[config.mk]
export PLATFORM = sky130hd
export DESIGN_NAME = io_output_bank_flat
export DESIGN_NICKNAME = d
export VERILOG_FILES = /design/src/rtl/io_output_bank_if.sv /design/src/rtl/io_output_bank.sv /design/src/flat_wrapper.sv
export SDC_FILE = /design/constraint.sdc
export NUM_CORES = 1
export LEC_CHECK = 0
export CAP_MARGIN = 20
export CORE_UTILIZATION = 50
export CTS_CLUSTER_DIAMETER = 100
export CTS_CLUSTER_SIZE = 20
export DETAILED_ROUTE_END_ITERATION = 10
export PLACE_DENSITY = 0.8
export SLEW_MARGIN = 20
export SYNTH_ARGS = -nofsm -noshare
export SYNTH_HDL_FRONTEND = slang
export SYNTH_SLANG_ARGS = --single-unit
export TNS_END_PERCENT = 5
[constraint.sdc]
create_clock -name i_clk -period 2.55 [get_ports i_clk]
set_input_delay 0.51 -clock i_clk [delete_from_list [all_inputs] [get_ports i_clk]]
set_output_delay 0.51 -clock i_clk [all_outputs]
set_load 0.1 [all_outputs]
[src/rtl/io_output_bank_if.sv]
// ---------------------------------------------------------------------------
// io_output_bank_if
//  LSU-side MMIO bus for the output register bank: store/read strobes,
//  address, store data, commit strobe and the registered read/err returns.
// ---------------------------------------------------------------------------
interface io_output_bank_if;
  logic [31:0] i_io_addr;
  logic [31:0] i_st_data;
  logic [2:0]  i_funct3;
  logic        f_io_wren;
  logic        i_rd_en;
  logic        i_commit;
  logic [31:0] o_rd_data;
  logic        o_rd_valid;
  logic        o_err;

  modport master (
    output i_io_addr, i_st_data, i_funct3, f_io_wren, i_rd_en, i_commit,
    input  o_rd_data, o_rd_valid, o_err
  );

  modport slave (
    input  i_io_addr, i_st_data, i_funct3, f_io_wren, i_rd_en, i_commit,
    output o_rd_data, o_rd_valid, o_err
  );
endinterface

[src/rtl/io_output_bank.sv]
// ---------------------------------------------------------------------------
// io_output_bank
//  MMIO output register bank (LED/HEX/LCD class). NUM_CH 32-bit channels
//  written with SB/SH/SW masked stores in WRITE/SET/CLEAR/TOGGLE alias modes.
//  With SHADOW_EN the stores land in shadow registers and the live outputs
//  pick them up on i_commit. Readback is registered, one cycle after i_rd_en,
//  and returns the store target (shadow, or live when there is no shadow).
// ---------------------------------------------------------------------------
module io_output_bank #(
  parameter int          NUM_CH     = 8,
  parameter logic [3:0]  PAGE       = 4'h7,
  parameter bit          SHADOW_EN  = 1'b0,
  parameter logic [63:0] BLANK_MASK = 64'h0C
) (
  input  logic                   i_clk,
  input  logic                   i_reset,
  io_output_bank_if.slave        bus,
  output logic [NUM_CH*32-1:0]   o_ch
);

  localparam logic [8:0] NUM_CH_W = 9'(NUM_CH);

  // Reset value of channel k: HEX-blank pattern or zero.
  function automatic logic [31:0] blank_val(input int k);
    blank_val = BLANK_MASK[k] ? 32'h7F7F_7F7F : 32'h0000_0000;
  endfunction

  // Alias-mode read-modify-write of one register with mask m and data d.
  function automatic logic [31:0] apply_op(input logic [1:0]  mode,
                                           input logic [31:0] r,
                                           input logic [31:0] d,
                                           input logic [31:0] m);
    logic [31:0] dm;
    dm = d & m;
    case (mode)
      2'b00:   apply_op = (r & ~m) | dm;
      2'b01:   apply_op = r | dm;
      2'b10:   apply_op = r & ~dm;
      2'b11:   apply_op = r ^ dm;
      default: apply_op = r;
    endcase
  endfunction

  // Store target registers: shadow copy when SHADOW_EN, otherwise the live copy.
  logic [31:0] tgt_r     [NUM_CH];
  logic [31:0] tgt_nxt_s [NUM_CH];
  logic [31:0] live_s    [NUM_CH];

  logic        hit_s;
  logic [1:0]  mode_s;
  logic [7:0]  idx_s;
  logic        idx_ok_s;
  logic [31:0] mask_s;
  logic [31:0] data_s;
  logic        legal_s;
  logic        store_ok_s;
  logic        drop_s;
  logic [31:0] rd_word_s;

  assign hit_s    = (bus.i_io_addr[15:12] == PAGE);
  assign mode_s   = bus.i_io_addr[11:10];
  assign idx_s    = bus.i_io_addr[9:2];
  assign idx_ok_s = ({1'b0, idx_s} < NUM_CH_W);

  // Lane mask, replicated data and alignment legality from funct3 and addr[1:0].
  always_comb begin
    mask_s  = 32'h0000_0000;
    data_s  = 32'h0000_0000;
    legal_s = 1'b0;
    case (bus.i_funct3)
      3'b000: begin
        mask_s  = 32'h0000_00FF << {bus.i_io_addr[1:0], 3'b000};
        data_s  = {4{bus.i_st_data[7:0]}};
        legal_s = 1'b1;
      end
      3'b001: begin
        mask_s  = bus.i_io_addr[1] ? 32'hFFFF_0000 : 32'h0000_FFFF;
        data_s  = {2{bus.i_st_data[15:0]}};
        legal_s = ~bus.i_io_addr[0];
      end
      3'b010: begin
        mask_s  = 32'hFFFF_FFFF;
        data_s  = bus.i_st_data;
        legal_s = (bus.i_io_addr[1:0] == 2'b00);
      end
      default: begin
        mask_s  = 32'h0000_0000;
        data_s  = 32'h0000_0000;
        legal_s = 1'b0;
      end
    endcase
  end

  assign store_ok_s = bus.f_io_wren & hit_s & legal_s & idx_ok_s;
  assign drop_s     = bus.f_io_wren & hit_s & ~(legal_s & idx_ok_s);

  // Next value of every store target, applying an accepted store to its channel.
  always_comb begin
    for (int k = 0; k < NUM_CH; k++) begin
      tgt_nxt_s[k] = tgt_r[k];
      if (store_ok_s && (idx_s == 8'(k))) begin
        tgt_nxt_s[k] = apply_op(mode_s, tgt_r[k], data_s, mask_s);
      end else begin
        tgt_nxt_s[k] = tgt_r[k];
      end
    end
  end

  // Pre-store value of the addressed channel, so a same-cycle store is not seen.
  always_comb begin
    rd_word_s = 32'h0000_0000;
    for (int k = 0; k < NUM_CH; k++) begin
      rd_word_s = (idx_s == 8'(k)) ? tgt_r[k] : rd_word_s;
    end
  end

  // Store target register array with per-channel blank reset values.
  always_ff @(posedge i_clk) begin
    if (!i_reset) begin
      for (int k = 0; k < NUM_CH; k++) tgt_r[k] <= blank_val(k);
    end else begin
      for (int k = 0; k < NUM_CH; k++) tgt_r[k] <= tgt_nxt_s[k];
    end
  end

  generate
    if (SHADOW_EN) begin : g_shadow
      logic [31:0] live_r [NUM_CH];

      // Live registers load the shadow's next value on commit (includes same-cycle store).
      always_ff @(posedge i_clk) begin
        if (!i_reset) begin
          for (int k = 0; k < NUM_CH; k++) live_r[k] <= blank_val(k);
        end else if (bus.i_commit) begin
          for (int k = 0; k < NUM_CH; k++) live_r[k] <= tgt_nxt_s[k];
        end else begin
          for (int k = 0; k < NUM_CH; k++) live_r[k] <= live_r[k];
        end
      end

      assign live_s = live_r;
    end else begin : g_direct
      assign live_s = tgt_r;
    end
  endgenerate

  // Flatten live channels onto the output bus, channel k at [32k+31:32k].
  genvar gk;
  generate
    for (gk = 0; gk < NUM_CH; gk++) begin : g_och
      assign o_ch[32*gk +: 32] = live_s[gk];
    end
  endgenerate

  // Registered readback and dropped-store error pulse.
  always_ff @(posedge i_clk) begin
    if (!i_reset) begin
      bus.o_rd_data  <= 32'h0000_0000;
      bus.o_rd_valid <= 1'b0;
      bus.o_err      <= 1'b0;
    end else begin
      bus.o_err      <= drop_s;
      bus.o_rd_valid <= bus.i_rd_en;
      if (bus.i_rd_en) begin
        bus.o_rd_data <= (hit_s && idx_ok_s) ? rd_word_s : 32'h0000_0000;
      end else begin
        bus.o_rd_data <= bus.o_rd_data;
      end
    end
  end

  // Upper address bits are decoded upstream; commit is unused without a shadow.
  logic unused_s;
  assign unused_s = ^{bus.i_io_addr[31:16], bus.i_commit};

endmodule

[src/flat_wrapper.sv]
// flat-port wrapper written by rule: the top's interface ports become plain ports
module io_output_bank_flat 
#(
  parameter int          NUM_CH     = 8,
  parameter logic [3:0]  PAGE       = 4'h7,
  parameter bit          SHADOW_EN  = 1'b0,
  parameter logic [63:0] BLANK_MASK = 64'h0C
)
  (i_clk, i_reset, o_ch, bus_i_io_addr, bus_i_st_data, bus_i_funct3, bus_f_io_wren, bus_i_rd_en, bus_i_commit, bus_o_rd_data, bus_o_rd_valid, bus_o_err);
  io_output_bank_if bus_i ();
  input  logic i_clk;
  input  logic i_reset;
  output logic [NUM_CH*32-1:0] o_ch;
  input wire logic [$bits(bus_i.i_io_addr)-1:0] bus_i_io_addr;
  input wire logic [$bits(bus_i.i_st_data)-1:0] bus_i_st_data;
  input wire logic [$bits(bus_i.i_funct3)-1:0] bus_i_funct3;
  input wire logic [$bits(bus_i.f_io_wren)-1:0] bus_f_io_wren;
  input wire logic [$bits(bus_i.i_rd_en)-1:0] bus_i_rd_en;
  input wire logic [$bits(bus_i.i_commit)-1:0] bus_i_commit;
  output wire logic [$bits(bus_i.o_rd_data)-1:0] bus_o_rd_data;
  output wire logic [$bits(bus_i.o_rd_valid)-1:0] bus_o_rd_valid;
  output wire logic [$bits(bus_i.o_err)-1:0] bus_o_err;
  assign bus_i.i_io_addr = bus_i_io_addr;
  assign bus_i.i_st_data = bus_i_st_data;
  assign bus_i.i_funct3 = bus_i_funct3;
  assign bus_i.f_io_wren = bus_f_io_wren;
  assign bus_i.i_rd_en = bus_i_rd_en;
  assign bus_i.i_commit = bus_i_commit;
  assign bus_o_rd_data = bus_i.o_rd_data;
  assign bus_o_rd_valid = bus_i.o_rd_valid;
  assign bus_o_err = bus_i.o_err;
  io_output_bank #(.NUM_CH(NUM_CH), .PAGE(PAGE), .SHADOW_EN(SHADOW_EN), .BLANK_MASK(BLANK_MASK)) u_core (.i_clk(i_clk), .i_reset(i_reset), .bus(bus_i), .o_ch(o_ch));
endmodule
[After elaboration in Yosys (flattened, before gate mapping)]
Cells that the tools add are included.
Operators by class
  magnitude comparators: 1
  reduce and logical (&&, ||, !) cells: 13
  shift operators: 1
  eq/ne operators: 13
  muxes and demuxes: 21
  bitwise logic cells: 50
Operators by type and width (number)
  case mux 32 bit (4 select lines): 8
  bitwise AND 32 bit: 17
  bitwise OR 32 bit: 16
  two-way mux 32 bit: 10
  XOR 32 bit: 8
  case mux 32 bit (3 select lines): 2
  NOT 32 bit: 2
  equality test 8 x 3 -> 1 bit, second input constant: 4
  left shift 8 x 5 -> 32 bit, first input constant: 1
  equality test 8 x 2 -> 1 bit, second input constant: 2
  logical AND 1 bit: 9
  equality test 8 x 1 -> 1 bit, second input constant: 1
  zero test 8 bit: 1
  < comparator 8 x 4 -> 1 bit, second input constant: 1
  bitwise AND 1 bit: 5
  equality test 2 bit, second input constant: 2
  equality test 4 x 3 -> 1 bit, second input constant: 1
  zero test 2 bit: 2
  equality test 3 x 1 -> 1 bit, second input constant: 1
  equality test 3 x 2 -> 1 bit, second input constant: 1
  zero test 3 bit: 1
  case mux 1 bit (3 select lines): 1
  equality test 2 x 1 -> 1 bit, second input constant: 1
  NOT 1 bit: 2
Storage, ports and cells
  register bits: 290
  word-level logic and storage cells: 110

[Logic depth before layout (Yosys ltp)]
  depth after elaboration: 10
  mapped depth: 13
  depth with buffers taken out: 9

[Least setup slack after synthesis]
OpenSTA, ideal clock, no wires.
  path type: input to register
  from: input bus_i_funct3[1]
  to: register u_core.tgt_r (netlist bit u_core.o_ch[160])
  path buffers: 3
  setup time: 0.070 ns
  stages on the path: 12
  path slack: -0.310 ns
  arrival: 2.790 ns
  path through: buf_2 > mux2_4 > buf_6 > nor3_2 > buf_2 > nand2_1 > ha_1 > and2_0 > o21ai_0 > nand2_1 > a2bb2oi_1 > a21boi_1
Between the ends
  cells in the longest elaborated chain, start to end: 6
Ends and longest elaborated chain
  start: declaration: line flat_wrapper.sv:16  | input wire logic [$bits(bus_i.i_funct3)-1:0] bus_i_funct3;
  equality test 3 x 2 -> 1 bit (tied with other cells): line io_output_bank.sv:70  | case (bus.i_funct3)
  case mux 32 bit (3 select lines): line io_output_bank.sv:70
  bitwise AND 32 bit / NOT 32 bit (equally long branches): line io_output_bank.sv:34, io_output_bank.sv:36
  NOT 32 bit / bitwise AND 32 bit (equally long branches): line io_output_bank.sv:38, io_output_bank.sv:36
  bitwise AND 32 bit / bitwise OR 32 bit (equally long branches): line io_output_bank.sv:38, io_output_bank.sv:36
  case mux 32 bit (4 select lines): line io_output_bank.sv:35  | case (mode)
  end: declaration: line io_output_bank.sv:45  | logic [31:0] tgt_r [NUM_CH];
Several ways; a longest one is shown, not always the timed one.
A chain may end at the register's enable or synchronous reset.

[Worst setup path in the final report]
  from: input bus_i_funct3[1]
  to: register u_core.tgt_r (netlist bit u_core.o_ch[106])
The elaborated chain is that of the path after synthesis.

==> impl_results.md <==
- Initial antenna violation count: 10
- Num CTS Buffers: 18
- Vias in the first global route: about 23000
- Fmax: around 400 MHz
- Outcome: complete, no violations
- Detailed-route vias per instance: 6.54
- Dominant cell type by area after synthesis: dfxtp_1
- EDFF count, synth: 0
- RSZ-0062 raised after global routing: yes
- Seq. cell area: around 5800 um^2
- Setup Skew: around 0.013 ns
- Main area contributors after synthesis: dfxtp_1 (27%), ha_1 (15%), nand2_1 (9.8%)
- Leak: around 12 nW
- Hold Buf Count CTS: 0
- # Max-Cap Violations: 0
- Area taken by multi-input logic gates: approximately 15000 um^2
- Setup TNS: 0 ns
- Worst vdd ir: around 0.33 mV
- Input/output buffers: 344
- Setup-failing EPs final: 0
- CP endpoint kind: flop
- Routability cong.: 1.00
- Critical Path RT: about 2.9 ns
- Slew @ Worst Pin: about 0.80 ns
- DRC viols: 0
- CP startpoint kind: input pin
- GRT overflow: 0
- DP Wirelength: roughly 66000 um
- Root buffer cell: clkbuf_16
- Yosys top cell area share: 0.266
- Post-synthesis async set-or-reset flop share: 0
- Main synth FF type: dfxtp_1
- Row cnt: 76
- Worst Hold Class: in -> reg
- Period utilisation layout: 0.986
- Layout net count: roughly 3600
- Max H-tree Level: 1
- Crit Path Category: in -> reg
- Pre-Repair DR Iteration Count: 7
- Slew headroom: 0.467
- Max clock buf depth: 3
- Wire per inst: 23.8 um
- Die area: 44400 um^2
- Warnings, synthesis: 0
- Core area: between 40000 and 50000 um^2
- First-pass GRT wire length: between 100000 and 150000 um
- CTS tree: done
- Post-route ant nets: 0
- Critical path peak fanout: 10
- Synthesis-to-layout area growth: 26.3%
- Post-Route WL: slightly above 90000 um
- Post-Syn Instances: roughly 2900
- Fillers: ~3700
- Post-Place Worst Slack: -0.654 ns
- Worst-path clk slew: approximately 0.090 ns
- Starting Density: 0.506
- Die height: ~210 um
- Final Max Slew Viols: 0
- Net Count, Synth: ~3200
- I/O Pins: approximately 360
- Clock sinks: between 200 and 300
- Layout cells sized above 1: 0.228
- Avg Cell Area, Syn: 7.61 um^2
- Hold Violations, Final: 0
- Crit path DAT: about 2.9 ns
- Fin util: 0.639
- Sequential fraction of the synthesis area: 0.266
- Distinct cells, synth: 61
- Die span in x: approximately 210 um
- Largest net degree at the start of global routing: 182
- R2r setup slk: slightly below 0.9 ns
- Total power: around 0.0097 W
- Yosys reg bits: between 200 and 300
- Min cycle time layout: around 2.5 ns
- Routed vias: ~25000
- Iteration-0 DRC Markers: 3234
- Mapped Area: 21800 um^2
- Pwr dens: about 350 nW/um^2
- Overall Global Routing Usage: 0.393
- Worst setup margin: 0.0354 ns
- Worst skew pair latency: approximately 0.54 ns
synthesized netlist by cell type (all sizes together), types with 12 or more instances:
cell type  number
nor2           77
ha            256
mux4           25
a21boi         52
inv            16
a22oi          34
nor2b          66
o211ai         97
o21ai         369
nand3         208
mux2i          17
o22ai          76
nand2         571
dfxtp         290
clkbuf        169
a21o           21
mux2           33
o211a          12
a221o          12
buf            84
o2bb2ai        46
a21oi         210
nand4          43
cells by family after synthesis:
| group | after synthesis | synth area share |
|---|---|---|
| simple gates | 1013 | 0.214 |
| compound gates | 961 | 0.268 |
| flops | 290 | 0.266 |
| buf+inv | 269 | 0.0538 |
| fa+ha+maj | 256 | 0.147 |
| mux | 75 | 0.0509 |
state kept, by name, indices dropped and copies added (netlist names):
| signal | count |
|---|---|
| u_core.o_ch | 256 |
| u_core.bus.o_rd_data | 32 |
| u_core.bus.o_err | 1 |
| u_core.bus.o_rd_valid | 1 |
cells in the final DEF (no fill, tap or decap), types with 22 or more instances in the layout:
cell             netlist  final
mux4_2                25     25
nor2_1                65     64
a21boi_1              28     29
a22oi_1               34     29
a21oi_1              209    198
o2bb2ai_1             46     45
a21boi_0              24     22
buf_12                 0     37
mux2_2                32     32
o21ai_0              345    297
dfxtp_1              290    290
nor2b_1               66     64
o211ai_1              96     96
o21ai_1               24     61
nand2_1              571    547
nand4_1               43     43
o22ai_1               76     76
ha_1                 256    256
nand3_1              208    208
clkdlybuf4s50_1        0     46
buf_4                  4    516
worst paths after layout:
check | startpoint | endpoint | cells past startpoint
hold reg to reg | u_core.bus.o_rd_data[28] | u_core.bus.o_rd_data[28] | 2
hold / removal | i_reset | u_core.o_ch[91] | 2
setup / recovery | bus_i_funct3[1] | u_core.o_ch[106] | 12
setup reg to reg | u_core.o_ch[240] | u_core.bus.o_rd_data[16] | 5
worst max-delay path, stage by stage:
cell             delay (ns)
clkdlybuf4s50_1        0.47
buf_6                  0.15
mux2_4                 0.37
nor3_4                 0.13
buf_6                  0.20
nand2_2                0.16
ha_1                   0.32
nand2_1                0.05
o21ai_0                0.12
a21oi_1                0.11
o21ai_0                0.19
nand3_1                0.10
power breakdown:
part	total [W]	leakage [nW]	internal, W	switching [W]
Clock	0.00309	0.243	0.00134	0.00174
Sequential	0.00453	2.34	0.00453	0.000000590
Combinational	0.00207	8.93	0.000771	0.00130
Total	0.00968	11.5	0.00664	0.00305
timing repair:
action	4_1_cts	5_1_grt
pin swaps	0	12
hold endpoints to repair	0	0
setup endpoints to repair	60	203
resized for setup	13	120
gates cloned	0	1
setup buffers	0	1
layout make-up:
type / instances / share of cell area
well taps: 585 / 0.0266
clock buffers: 19 / 0.0173
clock inverters: 2 / 0.000500
multi-input cells: 2305 / 0.551
flip-flops and latches: 290 / 0.211
repair buffers: 612 / 0.190
inverters: 16 / 0.00232
diodes: 10 / 0.000909
metal layers:
metal / routed length, um / track usage / part of all wire / vias to the layer above
met5: 13 / 0 / 0.00014 / -
met3: 11400 / 0.0775 / 0.12 / 302
met2: 38800 / 0.570 / 0.43 / 1704
li1: - / - / - / 11200
met4: 4720 / 0.208 / 0.052 / 2
met1: 36300 / 0.547 / 0.40 / 11900
per-stage QoR:
step                cells  area (um^2)  hold WS (ns)
floorplan            2864        21800         0.648
global placement     3806        26700         0.437
detailed placement   3806        26700         0.444
CTS                  3827        27200         0.221
global route         3838        27500         0.227
finish               3839        27500         0.235
Power figures use the tool's default switching activity.
